`src/rtl/controlador_busca_parametrizado.sv`:
```
// Search-job controller: queues (origem, destino) requests in a small FIFO and
// sequences each job through evaluation, buffer update, expansion and path
// build phases, with an iteration limit, abort and result acknowledge.
module controlador_busca_parametrizado #(
    parameter int ADDR_WIDTH = 8,
    parameter int FIFO_DEPTH = 4,
    parameter int ITER_WIDTH = 12,
    parameter int MAX_ITER   = 4000
) (
    input  logic                          clk,
    input  logic                          rst,
    input  logic                          req_valid_in,
    input  logic [ADDR_WIDTH-1:0]         req_origem_in,
    input  logic [ADDR_WIDTH-1:0]         req_destino_in,
    output logic                          req_ready_out,
    input  logic                          tem_ativo_in,
    input  logic                          aa_pronto_in,
    input  logic                          lvv_pronto_in,
    input  logic                          caminho_pronto_in,
    input  logic                          lido_in,
    input  logic                          abortar_in,
    output logic                          aguardando_out,
    output logic                          iniciar_out,
    output logic                          atualizar_classificacao_out,
    output logic                          atualizar_buffer_out,
    output logic                          expandir_out,
    output logic                          construir_caminho_out,
    output logic                          caminho_pronto_out,
    output logic                          erro_out,
    output logic [ADDR_WIDTH-1:0]         origem_out,
    output logic [ADDR_WIDTH-1:0]         destino_out,
    output logic [ITER_WIDTH-1:0]         iteracoes_out,
    output logic [$clog2(FIFO_DEPTH):0]   fila_nivel_out
);

    localparam int PTR_W = $clog2(FIFO_DEPTH);
    localparam int CNT_W = PTR_W + 1;
    localparam logic [CNT_W-1:0]      DEPTH_C    = CNT_W'(FIFO_DEPTH);
    localparam logic [ITER_WIDTH-1:0] MAX_ITER_C = ITER_WIDTH'(MAX_ITER);

    localparam logic [2:0] S_IDLE      = 3'd0;
    localparam logic [2:0] S_INIC      = 3'd1;
    localparam logic [2:0] S_TEM_ATIVO = 3'd2;
    localparam logic [2:0] S_ATU_BUF   = 3'd3;
    localparam logic [2:0] S_EXPANDIR  = 3'd4;
    localparam logic [2:0] S_CONSTRUIR = 3'd5;
    localparam logic [2:0] S_PRONTO    = 3'd6;
    localparam logic [2:0] S_ERRO      = 3'd7;

    logic [2:0]              state_q, state_d;
    logic [2*ADDR_WIDTH-1:0] mem_q [FIFO_DEPTH];
    logic [PTR_W-1:0]        wr_ptr_q, wr_ptr_d;
    logic [PTR_W-1:0]        rd_ptr_q, rd_ptr_d;
    logic [CNT_W-1:0]        cnt_q, cnt_d;
    logic [ITER_WIDTH-1:0]   iter_q, iter_d;
    logic [ADDR_WIDTH-1:0]   origem_q, origem_d;
    logic [ADDR_WIDTH-1:0]   destino_q, destino_d;
    logic                    expandir_q;

    logic full, empty, push, pop;

    // Full is taken from the registered count, so a same-cycle pop never frees room for a push
    assign full  = (cnt_q == DEPTH_C);
    assign empty = (cnt_q == '0);
    assign push  = req_valid_in && !full;
    assign pop   = (state_q == S_IDLE) && !empty;

    // Next-state logic; abort overrides every other transition outside IDLE
    always_comb begin
        state_d = state_q;
        case (state_q)
            S_IDLE:      if (pop) state_d = S_INIC;
            S_INIC:      if (tem_ativo_in && aa_pronto_in) state_d = S_TEM_ATIVO;
            S_TEM_ATIVO: begin
                if (aa_pronto_in) begin
                    if (!tem_ativo_in)            state_d = S_CONSTRUIR;
                    else if (iter_q == MAX_ITER_C) state_d = S_ERRO;
                    else                           state_d = S_ATU_BUF;
                end
            end
            S_ATU_BUF:   if (aa_pronto_in) state_d = S_EXPANDIR;
            S_EXPANDIR:  if (lvv_pronto_in) state_d = S_TEM_ATIVO;
            S_CONSTRUIR: if (caminho_pronto_in) state_d = S_PRONTO;
            S_PRONTO,
            S_ERRO:      if (lido_in) state_d = S_IDLE;
            default:     state_d = S_IDLE;
        endcase
        if (abortar_in && (state_q != S_IDLE)) state_d = S_IDLE;
    end

    // Job datapath: load endpoints and clear counter on pop, count expansions up to the limit
    always_comb begin
        origem_d  = origem_q;
        destino_d = destino_q;
        iter_d    = iter_q;
        if (pop) begin
            {origem_d, destino_d} = mem_q[rd_ptr_q];
            iter_d = '0;
        end else if ((state_q == S_ATU_BUF) && (state_d == S_EXPANDIR) && (iter_q != MAX_ITER_C)) begin
            iter_d = iter_q + 1'b1;
        end
    end

    // FIFO pointer and occupancy update
    always_comb begin
        wr_ptr_d = wr_ptr_q;
        rd_ptr_d = rd_ptr_q;
        cnt_d    = cnt_q;
        if (push) wr_ptr_d = wr_ptr_q + 1'b1;
        if (pop)  rd_ptr_d = rd_ptr_q + 1'b1;
        case ({push, pop})
            2'b10:   cnt_d = cnt_q + 1'b1;
            2'b01:   cnt_d = cnt_q - 1'b1;
            default: cnt_d = cnt_q;
        endcase
    end

    // FIFO storage; contents need no reset because occupancy gates every read
    always_ff @(posedge clk) begin
        if (push) mem_q[wr_ptr_q] <= {req_origem_in, req_destino_in};
    end

    // State and control registers with synchronous reset
    always_ff @(posedge clk) begin
        if (rst) begin
            state_q    <= S_IDLE;
            wr_ptr_q   <= '0;
            rd_ptr_q   <= '0;
            cnt_q      <= '0;
            iter_q     <= '0;
            origem_q   <= '0;
            destino_q  <= '0;
            expandir_q <= 1'b0;
        end else begin
            state_q    <= state_d;
            wr_ptr_q   <= wr_ptr_d;
            rd_ptr_q   <= rd_ptr_d;
            cnt_q      <= cnt_d;
            iter_q     <= iter_d;
            origem_q   <= origem_d;
            destino_q  <= destino_d;
            expandir_q <= (state_q == S_EXPANDIR);
        end
    end

    assign req_ready_out               = !full;
    assign fila_nivel_out              = cnt_q;
    assign aguardando_out              = (state_q == S_IDLE);
    assign iniciar_out                 = (state_q == S_INIC);
    assign atualizar_classificacao_out = (state_q == S_TEM_ATIVO) || pop;
    assign atualizar_buffer_out        = (state_q == S_ATU_BUF) && aa_pronto_in;
    assign expandir_out                = expandir_q;
    assign construir_caminho_out       = (state_q == S_CONSTRUIR);
    assign caminho_pronto_out          = (state_q == S_PRONTO);
    assign erro_out                    = (state_q == S_ERRO);
    assign origem_out                  = origem_q;
    assign destino_out                 = destino_q;
    assign iteracoes_out               = iter_q;

endmodule

```
`config.mk`:
```
export PLATFORM = sky130hd
export DESIGN_NAME = controlador_busca_parametrizado
export DESIGN_NICKNAME = d
export VERILOG_FILES = /design/src/rtl/controlador_busca_parametrizado.sv
export SDC_FILE = /design/constraint.sdc
export NUM_CORES = 1
export LEC_CHECK = 0
export ABC_AREA = 1
export CORE_UTILIZATION = 51
export CTS_BUF_LIST = sky130_fd_sc_hd__clkbuf_2 sky130_fd_sc_hd__clkbuf_4 sky130_fd_sc_hd__clkbuf_8
export DETAILED_ROUTE_END_ITERATION = 16
export PLACE_DENSITY = 0.91
export SLEW_MARGIN = 20
export SYNTH_ARGS = -nofsm -noshare
export SYNTH_HDL_FRONTEND = slang
export SYNTH_SLANG_ARGS = --single-unit
```
`constraint.sdc`:
```
create_clock -name clk -period 2.3 [get_ports clk]
set_clock_uncertainty 0.2 [all_clocks]
set_input_delay 0.23 -clock clk [delete_from_list [all_inputs] [get_ports clk]]
set_output_delay 0.23 -clock clk [all_outputs]
set_load 0.05 [all_outputs]
```
==> impl_metrics.toml <==
[finish]
nets = 535
syn_to_final_growth_pct = 22.3
utilization_pct = 65.3
drive_gt1_share_pct = 17.0
postLayoutCellArea_um2 = 5420
n_antenna_cell = 0
instances_no_fill = 612

[yosys]
async_flop_share_pct = 0
syn_nets = 467
ys_seq_elements = 103
synth_area_um2 = 4430
synth_most_common_cell = "nor2_1"
syn_avg_cell_area_um2 = 10.2
synth_edf_count = 64
netlist.area_leader.share_pct = 43.4
yosysWarnings = 0
synthTopCellsByCount = "nor2_1, edfxtp_1, o21ai_0"
synth-seq-area-share_pct = 61.0
syn-instance-count = 434
synth_cell_type_count = 37
synthFlopType = "edfxtp_1"
netlist.top_cell.by_area = "edfxtp_1"
ys_top_cells_by_area = "edfxtp_1, dfxtp_1, nor2_1"

[power]
seq_power_share_pct = 41.4
p_int_mw = 3.37
leakagePower_nw = 1.97
powerDensity_nw_per_um2 = 1060
clkPwrFrac_pct = 19.1
comb_power_share_pct = 39.5
vdd_drop_max_mv = 0.811
power.total_mw = 5.77
switching_power_mw = 2.40
swShare_pct = 41.6

[drt]
vias_per_cell = 5.48
first_iter_violations = 224
drc_errors = 0
wirelength_um = 9480
vias = 3353
wl_per_cell_um = 15.5
antenna_left = 0
drt_first_pass_iters = 7

[sta]
hold_viol = 0
tightestPinTransition_ns = 0.613
relSlewSlack_pct = 58.9
whs_ns = 0.286
setup_tns_ns = 0
slew_violations = 0
fin_crit_ns = 2.17
finalCritPeriodShare_pct = 94.4
setup_viol = 0
max_freq_mhz = 461
rsz0062_at_grt = "no"
fin_ws_ns = 0.129

[clock_tree]
clk_latency_ns = 0.37
cts_sinks = 103
cts_buffer_depth = 2
clkTransAtPathRegs_ns = 0.11
cts_inserted_buffers = 9
cts_hold_buf = 0
htreeDepth = 3
cts_root_buf = "clkbuf_8"
tritoncts = "yes"

[grt]
busiest_layer = "met2"
met1_usage_pct = 27.0
grt_pass1_vias = 3237
grt_max_degree = 35
use_met2_pct = 38.7
grt_pass1_wl_um = 15300
gr-usage-all-layers_pct = 22.5
antenna_found_initial = 0
met3_usage_pct = 5.34
gr-total-overflow = 0

[place]
placed_cell_area_um2 = 5230
dp_cells = 596
routabilityCongestion = 0.877
dp_hpwl_um = 6200
pre_cts_ws_ns = 0.153
portBuffers = 64

[floorplan]
ioPinCount = 65
dieWidth_um = 95.2
fp-row-count = 33
dieArea_um2 = 9070
coreArea_um2 = 8300
fp.dieH_um = 95.2
start_util_pct = 53.4

[worst_setup_path]
crit_path_max_incr_delay_ns = 0.80
cp_cell_sequence = "inv_1, nand3_2, clkdlybuf4s50_1"
cp-start-kind = "register"
crit_required_ns = 1.87
critical_path_class = "register to output pin"
worst-r2r-setup-slack_ns = 0.20
rr_startpoint = "state_q[0]"
critPathMaxFanout = 4
r2r-end = "fila_nivel_out[2]"
endpoint_kind = "output pin"
cp_slowest_cell = "clkdlybuf4s50_1"
arrival_ns = 1.74
reg2regPathDepth = 10

[min_path]
hold_start = "req_origem_in[5]"
hold_path.class = "input port to register"
whs_endpoint = "mem_q[1][13]"
hold_depth = 1

[job]
maxCapViolations = 0

[run_status]
outcome = "completed"
[power groups by stage]
stage | Sequential (mW) | Clock (mW) | Combinational [mW]
2_1_floorplan | 2.80 | 0 | 1.24
3_3_place_gp | 2.41 | 0 | 2.19
3_5_place_dp | 2.43 | 0 | 2.28
4_1_cts | 2.39 | 1.12 | 2.28
5_1_grt | 2.42 | 1.18 | 2.49
6_report | 2.39 | 1.10 | 2.28
[how the worst max path moves through the flow]
stage	start	end	slack, ns	depth (start not counted)
2_1_floorplan	state_q[1]	fila_nivel_out[2]	-0.28	12
3_5_place_dp	aa_pronto_in	iteracoes_out[8]	0.15	13
5_1_grt	state_q[0]	fila_nivel_out[2]	0.008	10
3_3_place_gp	aa_pronto_in	iteracoes_out[8]	0.24	13
4_1_cts	fila_nivel_out[1]	req_ready_out	0.10	3
6_report	fila_nivel_out[1]	req_ready_out	0.13	3
[what timing repair did]
| item | 4_1_cts | 5_1_grt |
|---|---|---|
| pin swaps | 0 | 1 |
| endpoints found under the setup margin | 2 | 1 |
| buffers inserted | 0 | 0 |
| resized for setup | 2 | 0 |
[metal layers]
layer,part of all wire [%],wire [um]
met1,39,3700
met3,8.0,756
met2,51,4840
met5,0,0
met4,1.9,179
[state kept, by name, indices dropped and copies added, names as in the netlist]
register        flops
fila_nivel_out      3
expandir_out        1
origem_out          8
state_q             3
destino_out         8
mem_q              64
wr_ptr_q            2
rd_ptr_q            2
iteracoes_out      12
[placed cells by master, fill, tap and decap left out, types with 2 or more instances in the layout]
master / instances
buf_4: 18
nand2_1: 25
nor3_1: 3
o21ai_1: 13
clkdlybuf4s50_1: 57
clkinv_1: 2
xor2_1: 7
dfxtp_2: 5
o21ai_0: 55
clkinv_8: 2
nand2_2: 14
clkbuf_8: 9
nor2_2: 6
xnor2_1: 3
nand3_1: 6
dfxtp_1: 34
ha_1: 6
a21oi_2: 10
inv_2: 6
inv_1: 26
a31oi_1: 16
nand3_2: 3
a21oi_1: 10
inv_6: 3
dlygate4sd2_1: 2
nor2_1: 87
edfxtp_1: 64
[cell families after synthesis]
group / after synthesis / synth area share [%]
simple gates: 152 / 15.5
fa+ha+maj: 8 / 2.43
flops: 103 / 61.0
buf+inv: 54 / 5.31
compound gates: 107 / 13.9
xor+xnor: 10 / 1.98
[worst max-delay path: cells and delay by family (launching register included)]
family	cells	cell delay (ns)
buf+inv	2	0.90
flops	1	0.39
simple gates	1	0.09
[area by class of cell]
cell class	instances	area, um2
sequential	103	2710
fill	634	2880
multi-input combinational	277	1530
tap	105	131
timing repair buffer	77	723
clock buffer	9	124
inverter	34	129
clock inverter	7	73.8
Note: power is estimated with default switching activity, not from simulation.
